### src/rtl/bus_defs_pkg.sv
// rtl/bus_defs_pkg.sv - shared CPU bus state encoding, error data and target map
package bus_defs;

    typedef enum logic [1:0] {
        IDLE       = 2'd0,
        WAIT_FIXED = 2'd1,
        WAIT_READY = 2'd2,
        RESPOND    = 2'd3
    } bus_state_t;

    localparam logic [31:0] BUS_ERROR_RDATA = 32'hFFFF_FFFF;

    localparam int TGT_RAM        = 0;
    localparam int TGT_VDP        = 1;
    localparam int TGT_STATUS     = 2;
    localparam int TGT_DSP        = 3;
    localparam int TGT_PAD        = 4;
    localparam int TGT_COP_RAM    = 5;
    localparam int TGT_BOOT       = 6;
    localparam int TGT_FLASH_CTRL = 7;
    localparam int TGT_AUDIO      = 8;
    localparam int TGT_FLASH_READ = 9;

endpackage

### src/rtl/cpu_bus_responder_onehot_encoder.sv
// rtl/cpu_bus_responder_onehot_encoder.sv - one-hot select to index plus one-hot validity flag
module onehot_encoder #(
    parameter int WIDTH = 10,
    parameter int IDX_W = 4
) (
    input  logic [WIDTH-1:0] onehot,
    output logic [IDX_W-1:0] idx,
    output logic             valid_onehot
);

    // OR together the indices of set bits; only meaningful when exactly one bit is set
    always_comb begin
        idx = '0;
        for (int i = 0; i < WIDTH; i++) begin
            if (onehot[i]) begin
                idx = idx | IDX_W'(i);
            end
        end
        valid_onehot = $onehot(onehot);
    end

endmodule

### src/rtl/cpu_bus_responder.sv
// rtl/cpu_bus_responder.sv - CPU bus ready/rdata return path; BUS_TIMEOUT_EN adds a WAIT_READY timeout
module cpu_bus_responder
    import bus_defs::*;
#(
    parameter int                       NUM_TARGETS   = 10,
    parameter logic [4*NUM_TARGETS-1:0] TARGET_WAIT   = 40'h00_0000_0000,
    parameter logic [NUM_TARGETS-1:0]   VARIABLE_MASK = 10'b11_0000_0000
`ifdef BUS_TIMEOUT_EN
    ,
    parameter int                       TIMEOUT_CYCLES = 255
`endif
) (
    input  logic                     clk,
    input  logic                     reset_n,
    input  logic                     cpu_mem_valid,
    input  logic [3:0]               cpu_wstrb,
    input  logic [NUM_TARGETS-1:0]   target_sel,
    input  logic [32*NUM_TARGETS-1:0] target_rdata,
    input  logic [NUM_TARGETS-1:0]   target_ready,
    output logic                     cpu_mem_ready,
    output logic [31:0]              cpu_rdata,
    output logic                     bus_error,
    output logic                     busy
);

    localparam int IDX_W = (NUM_TARGETS > 1) ? $clog2(NUM_TARGETS) : 1;

    bus_state_t       state_q, state_d;
    logic [IDX_W-1:0] idx_q, idx_d;
    logic             is_write_q, is_write_d;
    logic [3:0]       count_q, count_d;
    logic [IDX_W-1:0] enc_idx;
    logic             enc_valid;
    logic [3:0]       sel_wait;
    logic             sel_var;
    logic             lat_ready;
    logic [31:0]      sel_rdata;
    logic             resp_err;
    logic             ready_d, err_d, busy_d;
    logic [31:0]      rdata_d;

`ifdef BUS_TIMEOUT_EN
    localparam logic [7:0] TIMEOUT_LAST = 8'(TIMEOUT_CYCLES - 1);
    logic [7:0] tcount_q, tcount_d;
`endif

    onehot_encoder #(
        .WIDTH (NUM_TARGETS),
        .IDX_W (IDX_W)
    ) u_sel_enc (
        .onehot       (target_sel),
        .idx          (enc_idx),
        .valid_onehot (enc_valid)
    );

    // Per-target lookups: wait count and latency class for the new request, ready of the latched target
    always_comb begin
        sel_wait  = 4'd0;
        sel_var   = 1'b0;
        lat_ready = 1'b0;
        for (int i = 0; i < NUM_TARGETS; i++) begin
            if (enc_idx == IDX_W'(i)) begin
                sel_wait = TARGET_WAIT[4*i +: 4];
                sel_var  = VARIABLE_MASK[i];
            end
            if (idx_q == IDX_W'(i)) begin
                lat_ready = target_ready[i];
            end
        end
    end

    // Read data mux driven by the index that will be latched this cycle
    always_comb begin
        sel_rdata = 32'h0;
        for (int i = 0; i < NUM_TARGETS; i++) begin
            if (idx_d == IDX_W'(i)) begin
                sel_rdata = target_rdata[32*i +: 32];
            end
        end
    end

    // State and transaction context registers
    always_ff @(posedge clk or negedge reset_n) begin
        if (!reset_n) begin
            state_q    <= IDLE;
            idx_q      <= '0;
            is_write_q <= 1'b0;
            count_q    <= 4'd0;
`ifdef BUS_TIMEOUT_EN
            tcount_q   <= 8'd0;
`endif
        end else begin
            state_q    <= state_d;
            idx_q      <= idx_d;
            is_write_q <= is_write_d;
            count_q    <= count_d;
`ifdef BUS_TIMEOUT_EN
            tcount_q   <= tcount_d;
`endif
        end
    end

    // Next-state logic; an abort (valid dropped) wins over a same-cycle completion
    always_comb begin
        state_d    = state_q;
        idx_d      = idx_q;
        is_write_d = is_write_q;
        count_d    = count_q;
        resp_err   = 1'b0;
`ifdef BUS_TIMEOUT_EN
        tcount_d   = tcount_q;
`endif
        case (state_q)
            IDLE: begin
                if (cpu_mem_valid) begin
                    idx_d      = enc_idx;
                    is_write_d = |cpu_wstrb;
                    if (!enc_valid) begin
                        state_d  = RESPOND;
                        resp_err = 1'b1;
                    end else if (sel_var) begin
                        state_d = WAIT_READY;
`ifdef BUS_TIMEOUT_EN
                        tcount_d = 8'd0;
`endif
                    end else begin
                        count_d = sel_wait;
                        state_d = (sel_wait == 4'd0) ? RESPOND : WAIT_FIXED;
                    end
                end
            end
            WAIT_FIXED: begin
                if (!cpu_mem_valid) begin
                    state_d = IDLE;
                    count_d = 4'd0;
                end else begin
                    count_d = count_q - 4'd1;
                    if (count_q == 4'd1) begin
                        state_d = RESPOND;
                    end
                end
            end
            WAIT_READY: begin
                if (!cpu_mem_valid) begin
                    state_d = IDLE;
                end else if (lat_ready) begin
                    state_d = RESPOND;
`ifdef BUS_TIMEOUT_EN
                end else if (tcount_q == TIMEOUT_LAST) begin
                    state_d  = RESPOND;
                    resp_err = 1'b1;
                end else begin
                    tcount_d = tcount_q + 8'd1;
`endif
                end
            end
            RESPOND: begin
                state_d = IDLE;
            end
            default: begin
                state_d = IDLE;
            end
        endcase
    end

    // Next values of the registered outputs; rdata is captured only on entry to RESPOND
    always_comb begin
        ready_d = (state_d == RESPOND);
        err_d   = resp_err;
        busy_d  = (state_d != IDLE);
        rdata_d = cpu_rdata;
        if (state_d == RESPOND) begin
            if (resp_err) begin
                rdata_d = BUS_ERROR_RDATA;
            end else if (is_write_d) begin
                rdata_d = 32'h0;
            end else begin
                rdata_d = sel_rdata;
            end
        end
    end

    // Output registers
    always_ff @(posedge clk or negedge reset_n) begin
        if (!reset_n) begin
            cpu_mem_ready <= 1'b0;
            cpu_rdata     <= 32'h0;
            bus_error     <= 1'b0;
            busy          <= 1'b0;
        end else begin
            cpu_mem_ready <= ready_d;
            cpu_rdata     <= rdata_d;
            bus_error     <= err_d;
            busy          <= busy_d;
        end
    end

endmodule
### config.mk
export PLATFORM = sky130hd
export DESIGN_NAME = cpu_bus_responder
export DESIGN_NICKNAME = d
export VERILOG_FILES = /design/src/rtl/bus_defs_pkg.sv /design/src/rtl/cpu_bus_responder_onehot_encoder.sv /design/src/rtl/cpu_bus_responder.sv
export SDC_FILE = /design/constraint.sdc
export NUM_CORES = 1
export LEC_CHECK = 0
export BUFFER_PORTS_ARGS = -buffer_cell sky130_fd_sc_hd__buf_4
export CORE_AREA = 2 2 148 150
export DETAILED_ROUTE_END_ITERATION = 16
export DIE_AREA = 0 0 150 152
export PLACE_DENSITY = 0.51
export SLEW_MARGIN = 5
export SYNTH_ARGS = -nofsm -noshare
export SYNTH_HDL_FRONTEND = slang
export SYNTH_SLANG_ARGS = --single-unit
### constraint.sdc
create_clock -name clk -period 2.88 [get_ports clk]
set_clock_uncertainty 0.05 [all_clocks]
set_input_delay 0.432 -clock clk [delete_from_list [all_inputs] [get_ports clk]]
set_output_delay 0.432 -clock clk [all_outputs]
set_load 0.02 [all_outputs]
==> run metrics, run 1 <==
outcome=finished, violations left; violated checks=negative setup slack; number of max-cap violations=0; sequential share of the synthesized area=approximately 22%; Die ar.=0.0228 sq mm; Area growth, synth to finish=90.6%; simple logic cell fraction of the synthesized area=23.1%; critical path data arrival time=3.90 ns; Final Core Density=46.7%; floorplan row count=54; DRC=0; met3 layer wire length in the routed design=around 1.9 mm; maximum number of pins on one net before global-route repair=58; count of clock tree sinks=46; dominant combinational cell family by area after synthesis=compound AO/OA/AOI/OAI gates; net total in the final layout=approximately 1500; worst-path maximum fanout=6; residual overflow from global routing=0; family with the most delay on the worst path=adder cells; ratio of cells with drive above 1 in the final layout=51.1%; number of cells produced by synthesis=734; library cell with the largest summed area after synthesis=sky130_fd_sc_hd__dfrtp_1; critical setup path kind=in -> reg; distinct cell type count after synthesis=63; initial DRC count=between 400 and 500; CP Launch Type=primary input; first-pass GRT wire length=45.6 mm; synthesized cell area=between 0.005 and 0.006 sq mm; leakage power=4.59 nW; path type of the worst min-delay path=in -> async; slew at the pin with the worst max-slew slack=1.22 ns; Inserted Clock Buffers=5; final hold vios=0; TritonCTS clock tree=yes; net count of the mapped netlist=1099; routed wire length=just over 30 mm; port buffer count=between 300 and 400; H-tree lvl count=2; count of hold buffers inserted by post-cts repair=0; routed length on met1=13.0 mm; most frequent cell after synthesis=sky130_fd_sc_hd__nand2_1; global-route usage over all layers=26.2%; weighted congestion reported at the end of routability-driven placement=0.908; worst-case headroom to the max-slew limit=18.0%; Avg WL per Cell=21.6 um; top achievable clock speed=265 MHz; Post-synth EDFFs=0; Avg Cell Area, Syn=between 7 and 8 sq um; topmost layer with routed signal wires=met4; Crit path largest cell delay=0.51 ns; most common flop cell mapped by yosys=sky130_fd_sc_hd__dfrtp_1; top area cells in the synthesized netlist=sky130_fd_sc_hd__dfrtp_1 22%, sky130_fd_sc_hd__nand2_1 13%, sky130_fd_sc_hd__a21oi_1 6.5%; top post-synthesis cells by count=188 x sky130_fd_sc_hd__nand2_1, 68 x sky130_fd_sc_hd__a21oi_1, 50 x sky130_fd_sc_hd__o21ai_0; Crit. End Element=register; clock latency on the worst-skew pair=approximately 0.30 ns; RSZ-0062 raised after global routing=true; via count of the first global-routing pass=7642; number of pins with negative max-slew slack in the final report=0; total length of routed met2 wires=15.7 mm; maximum resistive drop on vdd=roughly 0.24 mV; Power Dens Cells=516 mW/mm^2; Final Cycle Share=131%; antenna violations before repair=1; via total after detailed routing=7628; post-DR vias/cell=5.29; hpwl dp=24.6 mm; area fraction in compound gates after synthesis=39.7%; crit path time final=~3.8 ns; y dimension of the die=152 um; count of buffering cells on the critical path with inverters included=5; Worst Slack Setup Final=-0.890 ns; Critical Path RT=around 3 ns; multiplexer share of the synthesized area=2.70%; remaining number of nets flagged by the antenna check after routing=0; clock root buffer=sky130_fd_sc_hd__clkbuf_16; area share of the largest cell type after synthesis=22.0%; ports placed on the boundary=382; Initial Util=24.5%; cell-by-cell listing of the critical path=buf_8 > ha_4 > inv_2 > fa_1 > fa_1 > inv_2 > fa_2 > fa_2 > and2_4 > a21oi_4 > o41ai_4 > a21oi_4 > and2_4 > buf_12 > buf_12 > o2111ai_2 > o221a_2; Clock Tree Buf Depth=2; post-synthesis async set-or-reset flop share=100%; overall die width=150 um; adder-cell share of the synthesized area=5.16%; area inside the core boundary=~0.021 sq mm; CP max-delay cell=sky130_fd_sc_hd__fa_1; register bit total from synthesis=46; overall power consumption=5.15 mW; clock transition time at the flip-flop clock pins of the worst setup and hold paths=0.07 ns; length of the first detailed-routing pass in iterations=5; total of endpoints with negative setup slack in the final report=40; xor/xnor cell area share of the yosys netlist=0%; total number of yosys warnings=0
-- power by group --
part,total [mW],switching [mW],internal (mW)
Combinational,3.34,1.71,1.63
Sequential,1.12,0.221,0.902
Clock,0.689,0.279,0.410
Total,5.15,2.21,2.94
-- routing by layer --
layer,track usage (%),vias up
met2,46.1,309
met5,0,-
met4,6.47,0
met1,33.3,3661
li1,-,3617
met3,3.90,41
-- path summary, 6_finish.rpt --
kind	slack, ns	startpoint	cells past startpoint	endpoint
hold / removal	0.1	reset_n	1	cpu_rdata[17]
max in group asynchronous	2.20	reset_n	1	busy
hold reg to reg	0.43	count_q[3]	1	count_q[3]
min in group clk	0.41	target_rdata[237]	3	cpu_rdata[13]
setup reg to reg	-0.18	state_q[0]	8	cpu_rdata[12]
setup / recovery	-0.89	target_sel[1]	17	cpu_rdata[3]
-- through the flow --
step | setup slack, ns | hold WS, ns | TNS, ns | instances | instance area [sq um]
5_1_grt | -1.03 | 0.149 | -36.93 | 1441 | 9970
3_5_place_dp | -1.32 | 0.417 | -46.89 | 1414 | 9190
3_3_place_gp | -1.26 | 0.413 | -44.93 | 1414 | 9190
2_1_floorplan | -0.968 | 0.0864 | -33.55 | 734 | 5470
6_report | -0.890 | 0.0986 | -31.71 | 1441 | 9970
4_1_cts | -0.909 | 0.149 | -31.66 | 1434 | 9780
-- cell families after synthesis --
group | count (synthesis)
AND/OR/NAND/NOR | 270
adder cells (fa/ha/maj) | 18
buffers and inverters | 94
AO/OA/AOI/OAI | 295
multiplexers | 11
flip-flops | 46
-- layout make-up --
type	count	area (sq um)
Antenna cell	1	2.50
Clock buffer	5	125
Multi-Input combinational cell	594	4200
Tap cell	280	350
Timing Repair Buffer	483	3990
Clock inverter	3	45.0
Sequential cell	46	1150
Fill cell	2199	11400
Inverter	29	116
-- placed cells by master, fill, tap and decap left out, types with 8 or more instances in the layout --
cell                        Yosys  final
sky130_fd_sc_hd__buf_4          3    451
sky130_fd_sc_hd__nand2_1      188    185
sky130_fd_sc_hd__a21oi_1       68     63
sky130_fd_sc_hd__dfrtp_1       46     46
sky130_fd_sc_hd__o21ai_0       50     41
sky130_fd_sc_hd__a31oi_1       26     25
sky130_fd_sc_hd__a22oi_1       24     24
sky130_fd_sc_hd__a211oi_1      22     22
sky130_fd_sc_hd__a221oi_1      25     20
sky130_fd_sc_hd__inv_1         26     17
sky130_fd_sc_hd__nor2_1        22     17
sky130_fd_sc_hd__nand3_1       16     16
sky130_fd_sc_hd__buf_12         0     16
sky130_fd_sc_hd__a22o_1        14     14
sky130_fd_sc_hd__o2111ai_2      0     12
sky130_fd_sc_hd__o221a_2       17     11
sky130_fd_sc_hd__ha_1          12      9
sky130_fd_sc_hd__buf_6          0      9
sky130_fd_sc_hd__inv_2          2      8
sky130_fd_sc_hd__or2_2          9      8
-- registers in the layout (all words and copies together) (netlist names) --
signal         flops
cpu_rdata         32
count_q            4
idx_q              4
state_q            2
bus_error          1
busy               1
cpu_mem_ready      1
is_write_q         1
-- repair_timing --
| action | CTS | global route |
|---|---|---|
| gates cloned | 5 | 1 |
| buffers inserted | 8 | 5 |
| setup endpoints to repair | 40 | 40 |
| gates resized for setup | 43 | 21 |
| pin swaps | 11 | 8 |
Note: power is estimated with default switching activity, not from simulation.
==> inputs of run 2 (changes only) <==
--- a/config.mk
+++ b/config.mk
@@ -5,6 +5,7 @@
 export SDC_FILE = /design/constraint.sdc
 export NUM_CORES = 1
 export LEC_CHECK = 0
+export ABC_AREA = 1
 export BUFFER_PORTS_ARGS = -buffer_cell sky130_fd_sc_hd__buf_4
 export CORE_AREA = 2 2 148 150
 export DETAILED_ROUTE_END_ITERATION = 16
==> run metrics, run 2 <==
length of the first detailed-routing pass in iterations=5 (unchanged); worst hold slack=0.104 ns (+0.00584 ns); net count of the mapped netlist=1240 (+13%); port buffer count=381 (unchanged); most frequent cell after synthesis=sky130_fd_sc_hd__nand2_1; top post-synthesis cells by count=265 x sky130_fd_sc_hd__nand2_1, 103 x sky130_fd_sc_hd__inv_1, 99 x sky130_fd_sc_hd__a21oi_1; Worst Slack Setup Final=-0.839 ns (+0.0504 ns); distinct cell type count after synthesis=41 (-35%); final hold vios=0 (unchanged); initial DRC count=387 (-18%); Top Registers=cpu_rdata x32, count_q x4, idx_q x4; routed length on met1=12.7 mm (-1.9%); ports placed on the boundary=382 (unchanged); CP Launch Type=primary input; most common flop cell mapped by yosys=sky130_fd_sc_hd__dfrtp_1; leading cell type in the layout, fill and taps excluded=sky130_fd_sc_hd__buf_4; post-DR vias/cell=4.65 (-12%); Critical Path RT=3.00 ns (about the same); Setup Slack @ Placement=-1.33 ns (-0.00539 ns); top achievable clock speed=269 MHz (+1.4%); Avg Cell Area, Syn=5.94 sq um (-17%); via total after detailed routing=7228 (-5.2%); cell-by-cell listing of the critical path=buf_6 > ha_4 > inv_2 > fa_1 > fa_1 > inv_1 > fa_2 > fa_2 > nor4b_2 > nand2_1 > o21ai_1 > nand2_1 > inv_2 > buf_6 > nor3_4 > buf_12 > a21oi_1; Crit. End Element=register; y dimension of the die=152 um (unchanged); antenna violations before repair=0 (-1); leakage power=4.87 nW (+6.0%); CP max-delay cell=sky130_fd_sc_hd__fa_2; ratio of cells with drive above 1 in the final layout=41.9% (-9.2 points); remaining number of nets flagged by the antenna check after routing=0 (unchanged); maximum resistive drop on vdd=0.290 mV (+23%); H-tree lvl count=2 (unchanged); Clock Tree Buf Depth=2 (unchanged); clock root buffer=sky130_fd_sc_hd__clkbuf_16; Die ar.=0.0228 sq mm (unchanged); total of endpoints with negative setup slack in the final report=40 (unchanged); post-synthesis async set-or-reset flop share=100% (unchanged); Final Cycle Share=129% (-1.8 points); number of pins with negative max-slew slack in the final report=0 (unchanged); final sum of negative setup slack=-30.44 ns (+1.27 ns); weighted congestion reported at the end of routability-driven placement=0.959 (+5.7%); critical setup path kind=in -> reg; Initial Util=24.3% (-0.16 points); number of flip-flops in the largest register=32 (unchanged); count of clock tree sinks=46 (unchanged); worst-case headroom to the max-slew limit=58.8% (+41 points); total number of yosys warnings=0 (unchanged); total length of routed met2 wires=14.2 mm (-9.5%); DRC=0 (unchanged); Final Core Density=42.3% (-4.4 points); Reg2Reg Launch Point=state_q[0]; final antenna diode count=0 (-1); Most flops, register=cpu_rdata; hpwl dp=24.1 mm (-2.1%); area inside the core boundary=0.0214 sq mm (unchanged); Avg WL per Cell=19.0 um (-12%); slew at the pin with the worst max-slew slack=0.618 ns (-0.604 ns); topmost layer with routed signal wires=met4; global-route usage over all layers=24.9% (-1.3 points); routed wire length=29.5 mm (-5.2%); RSZ-0062 raised after global routing=true; count of hold buffers inserted by post-cts repair=0 (unchanged); TritonCTS clock tree=yes; number of max-cap violations=0 (unchanged); area share of the largest cell type after synthesis=22.1% (+0.14 points); maximum number of pins on one net before global-route repair=47 (-19%); net total in the final layout=1641 (+7.7%); worst setup path start=target_sel[1]; Power Dens Cells=507 mW/mm^2 (-1.8%); sequential share of the synthesized area=22.1% (+0.14 points); top area cells in the synthesized netlist=sky130_fd_sc_hd__dfrtp_1 22%, sky130_fd_sc_hd__nand2_1 19%, sky130_fd_sc_hd__a21oi_1 9.5%; family with the most delay on the worst path=adder cells; residual overflow from global routing=0 (unchanged); count of buffering cells on the critical path with inverters included=6 (+1); outcome=finished, violations left; overall die width=150 um (unchanged); library cell with the largest summed area after synthesis=sky130_fd_sc_hd__dfrtp_1; synthesized cell area=0.00520 sq mm (-0.65%); register bit total from synthesis=46 (unchanged); violated checks=negative setup slack; Crit path largest cell delay=0.54 ns (+0.03 ns); Inserted Clock Buffers=5 (unchanged); Post-synth EDFFs=0 (unchanged); Area growth, synth to finish=73.7%; crit path time final=3.72 ns (-0.0504 ns); worst-path maximum fanout=23 (+17); # fillers=2394 (+8.9%); number of cells produced by synthesis=875 (+19%); first-pass GRT wire length=42.7 mm (-6.5%); clock latency on the worst-skew pair=0.29 ns (about the same); met3 layer wire length in the routed design=2.10 mm (+12%); critical path data arrival time=3.84 ns (-0.06 ns); floorplan row count=54 (unchanged); commonest cells after routing, fill and taps aside=417 x sky130_fd_sc_hd__buf_4, 265 x sky130_fd_sc_hd__nand2_1, 92 x sky130_fd_sc_hd__inv_1, 92 x sky130_fd_sc_hd__a21oi_1, 71 x sky130_fd_sc_hd__nor2_1; path type of the worst min-delay path=in -> async; clock transition time at the flip-flop clock pins of the worst setup and hold paths=0.07 ns (about the same); via count of the first global-routing pass=7156 (-6.4%)
==> run 2: changes by cell type after synthesis, sizes merged, moves of 13 or more <==
cell,change
nand2,+93
inv,+84
nor2,+75
nand3,+49
clkbuf,-35
a21oi,+33
nand4,+31
a221oi,-25
a31oi,-25
a22oi,-24
a211oi,-22
o2111ai,-18
o221a,-17
a22o,-13
==> run 2: worst paths after layout <==
check | endpoint | slack (ns) | cells past startpoint
max | cpu_rdata[29] | -0.84 | 17
min | cpu_rdata[12] | 0.10 | 1
max reg2reg | cpu_rdata[31] | 0.15 | 15
min reg2reg | cpu_rdata[16] | 0.48 | 2
max in group asynchronous | idx_q[2] | 2.26 | 1
min in group clk | bus_error | 0.47 | 3
==> run 2: kinds of logic (layout without fill, tap and decap cells) <==
family | Yosys count | count (layout) | share of synthesized area [%]
and+or+nand+nor | 504 | 505 | 44.3
DFF | 46 | 46 | 22.1
buffers and inverters | 155 | 555 | 12.8
AOI/OAI and AO/OA | 152 | 152 | 15.6
adders and majority gates | 18 | 18 | 5.20
==> run 2: area by class of cell <==
| class | count | area (sq um) | area share [%] |
|---|---|---|---|
| clock buffer | 6 | 129 | 1.43 |
| clock inverter | 1 | 7.51 | 0.0831 |
| inverter | 113 | 438 | 4.85 |
| multi-input combinational | 675 | 3550 | 39.3 |
| sequential | 46 | 1150 | 12.7 |
| tap | 280 | 350 | 3.88 |
| timing repair buffer | 435 | 3400 | 37.7 |
==> run 2: where the power goes <==
group,internal [mW],switching [mW]
registers,0.919,0.231
logic,1.26,1.59
clock network,0.318,0.256
total,2.50,2.08
==> run 2: through the flow <==
step                power (mW)  cell area [sq um]  cells
CTS                       4.53               8960   1554
finish                    4.58               9030   1556
floorplan                 2.47               5310    875
detailed placement        3.84               8620   1536
global route              4.89               9030   1556
global placement          3.82               8620   1536
==> run 2: routing by layer <==
layer / vias to the layer above / GRT usage [%]
li1: 3607 / -
met1: 3291 / 32.4
met2: 302 / 42.9
met3: 28 / 4.23
met4: 0 / 5.62
met5: - / 0
==> run 2: repair_timing <==
action                     4_1_cts  5_1_grt
gates cloned                     3        0
pin swaps                        8        3
gates resized for setup         27       25
setup buffers                    8        4
setup endpoints to repair       40       40
==> run 2: worst register-to-register path, stage by stage (launching register included) <==
cell	delay, ns
sky130_fd_sc_hd__dfrtp_1	0.47
sky130_fd_sc_hd__nor2_4	0.20
sky130_fd_sc_hd__nand2_8	0.11
sky130_fd_sc_hd__inv_4	0.09
sky130_fd_sc_hd__nand2_2	0.11
sky130_fd_sc_hd__nand2_8	0.13
sky130_fd_sc_hd__nor2_4	0.06
sky130_fd_sc_hd__nand2_2	0.10
sky130_fd_sc_hd__clkinv_2	0.23
sky130_fd_sc_hd__buf_12	0.24
sky130_fd_sc_hd__nand2_1	0.07
sky130_fd_sc_hd__nand4_1	0.16
sky130_fd_sc_hd__nor2_1	0.24
sky130_fd_sc_hd__nand3_1	0.18
sky130_fd_sc_hd__nand2_1	0.11
sky130_fd_sc_hd__a21oi_2	0.06
==> inputs of run 3 (changes only) <==
--- a/config.mk
+++ b/config.mk
@@ -11,6 +11,7 @@
 export DETAILED_ROUTE_END_ITERATION = 16
 export DIE_AREA = 0 0 150 152
 export PLACE_DENSITY = 0.51
+export RECOVER_POWER = 100
 export SLEW_MARGIN = 5
 export SYNTH_ARGS = -nofsm -noshare
 export SYNTH_HDL_FRONTEND = slang
==> run metrics, run 3 (synthesis results as in run 2) <==
outcome=finished, violations left; violated checks=negative setup slack; logic depth of the worst register-to-register path=14 (-1); # fillers=2426 (+1.3%); via count of the first global-routing pass=7156 (unchanged); residual overflow from global routing=0 (unchanged); critical setup path kind=in -> reg; Power Dens Cells=492 mW/mm^2 (-2.9%); number of pins with negative max-slew slack in the final report=0 (unchanged); number of cells after detailed placement=1536 (unchanged); commonest cells after routing, fill and taps aside=381 x sky130_fd_sc_hd__buf_4, 266 x sky130_fd_sc_hd__nand2_1, 92 x sky130_fd_sc_hd__inv_1, 92 x sky130_fd_sc_hd__a21oi_1, 72 x sky130_fd_sc_hd__nor2_1; Setup Slack @ Placement=-1.33 ns (unchanged); clock transition time at the flip-flop clock pins of the worst setup and hold paths=0.07 ns (about the same); Final Core Density=41.6% (-0.73 points); overall die width=150 um (unchanged); design area=0.00887 sq mm (-1.7%); critical path data arrival time=3.85 ns (about the same); via total after detailed routing=7218 (-0.14%); leading cell type in the layout, fill and taps excluded=sky130_fd_sc_hd__buf_4; ratio of cells with drive above 1 in the final layout=38.9% (-3.0 points); CP max-delay cell=sky130_fd_sc_hd__fa_2; final antenna diode count=0 (unchanged); total of endpoints with negative setup slack in the final report=40 (unchanged); Die ar.=0.0228 sq mm (unchanged); remaining number of nets flagged by the antenna check after routing=0 (unchanged); reg-to-reg slack, setup=-0.49 ns (-0.64 ns); ports placed on the boundary=382 (unchanged); Reg2Reg Launch Point=state_q[0]; net total in the final layout=1641 (unchanged); clock latency on the worst-skew pair=0.29 ns (about the same); antenna violations before repair=0 (unchanged); port buffer count=381 (unchanged); initial DRC count=358 (-7.5%); post-DR vias/cell=4.64 (-0.14%); number of max-cap violations=0 (unchanged); slew at the pin with the worst max-slew slack=1.23 ns (+0.616 ns); Final Cycle Share=129% (+0.17 points); instance area at placement=0.00862 sq mm (unchanged); routed wire length=29.5 mm (-0.12%); Critical Path RT=3.00 ns (about the same); cell-by-cell listing of the critical path=buf_6 > ha_4 > inv_2 > fa_1 > fa_1 > inv_1 > fa_2 > fa_2 > nor4b_2 > nand2_1 > o21ai_1 > nand2_1 > inv_2 > buf_6 > nor3_4 > buf_12 > a21oi_1; crit path time final=3.72 ns (+0.00485 ns); Clock Tree Buf Depth=2 (unchanged); H-tree lvl count=2 (unchanged); worst-path maximum fanout=23 (unchanged); DRC=0 (unchanged); number of flip-flops in the largest register=32 (unchanged); Area growth, synth to finish=70.7%; y dimension of the die=152 um (unchanged); Initial Util=24.3% (unchanged); Avg WL per Cell=19.0 um (-0.12%); final hold vios=0 (unchanged); Inserted Clock Buffers=5 (unchanged); Worst Slack Setup Final=-0.844 ns (-0.00485 ns); CP Launch Type=primary input; maximum number of pins on one net before global-route repair=47 (unchanged); count of hold buffers inserted by post-cts repair=0 (unchanged); count of clock tree sinks=46 (unchanged); length of the first detailed-routing pass in iterations=5 (unchanged); RSZ-0062 raised after global routing=true; worst-case headroom to the max-slew limit=17.8% (-41 points); Crit path largest cell delay=0.54 ns (about the same); Crit. End Element=register; clock root buffer=sky130_fd_sc_hd__clkbuf_16; hpwl dp=24.1 mm (unchanged); TritonCTS clock tree=yes; area inside the core boundary=0.0214 sq mm (unchanged); post-layout instance count excluding filler cells=1556 (unchanged); worst reg2reg endpoint=cpu_rdata[29]; Top Registers=cpu_rdata x32, count_q x4, idx_q x4; floorplan row count=54 (unchanged); maximum resistive drop on vdd=0.287 mV (-0.82%); leakage power=4.73 nW (-2.8%); global-route usage over all layers=24.9% (unchanged); Most flops, register=cpu_rdata; first-pass GRT wire length=42.7 mm (unchanged); path type of the worst min-delay path=in -> async; weighted congestion reported at the end of routability-driven placement=0.959 (unchanged); top achievable clock speed=269 MHz (-0.13%)
[run 3: what timing repair did]
| item | CTS | global route |
|---|---|---|
| hold endpoints to repair | 0 | 0 |
| setup endpoints to repair | 40 | 40 |
| pin swaps | 8 | 3 |
| buffers inserted | 8 | 4 |
| cloned | 3 | 0 |
| gates resized for setup | 27 | 25 |
[run 3: worst max-delay path by stage]
stage / from / end / slack [ns] / cells past startpoint
6_report: target_sel[1] / cpu_rdata[29] / -0.84 / 17
5_1_grt: target_sel[2] / cpu_rdata[27] / -0.96 / 19
4_1_cts: target_sel[1] / cpu_rdata[20] / -0.82 / 18
3_5_place_dp: target_sel[1] / cpu_rdata[10] / -1.33 / 18
3_3_place_gp: target_sel[1] / cpu_rdata[10] / -1.25 / 18
2_1_floorplan: target_sel[1] / cpu_rdata[10] / -0.76 / 16
[run 3: worst max-delay path, delay by kind of cell]
| family | cells | cell delay, ns |
|---|---|---|
| AO/OA/AOI/OAI | 2 | 0.17 |
| adder cells (fa/ha/maj) | 5 | 2.14 |
| buffers and inverters | 6 | 0.58 |
| AND/OR/NAND/NOR | 4 | 0.51 |
[run 3: per-layer routing]
layer / global-route usage (%) / vias to the layer above / wire, um
met1: 32.4 / 3279 / 12700
li1: - / 3603 / -
met2: 42.9 / 302 / 14200
met5: 0 / - / 0
met3: 4.23 / 34 / 2080
met4: 5.62 / 0 / 571
[run 3: layout make-up]
| cell class | count | area (sq um) | share of cell area [%] |
|---|---|---|---|
| timing repair buffer | 435 | 3270 | 36.8 |
| clock buffer | 6 | 129 | 1.45 |
| multi-input combinational | 675 | 3530 | 39.8 |
| clock inverter | 1 | 7.51 | 0.0846 |
| tap | 280 | 350 | 3.95 |
| inverter | 113 | 437 | 4.92 |
| sequential | 46 | 1150 | 13.0 |
[run 3: stage by stage]
stage / TNS [ns] / hold WS, ns / power (mW)
finish: -30.73 / 0.338 / 4.37
global route: -35.00 / 0.431 / 4.67
CTS: -28.73 / 0.135 / 4.53
detailed placement: -47.54 / 0.443 / 3.84
global placement: -45.48 / 0.443 / 3.82
floorplan: -27.11 / 0.0864 / 2.47
[run 3: where the power goes]
| part | switching (mW) | total [mW] | internal, mW |
|---|---|---|---|
| clock | 0.257 | 0.575 | 0.318 |
| combinational | 1.59 | 2.65 | 1.06 |
| sequential | 0.222 | 1.14 | 0.919 |
| total | 2.07 | 4.37 | 2.30 |
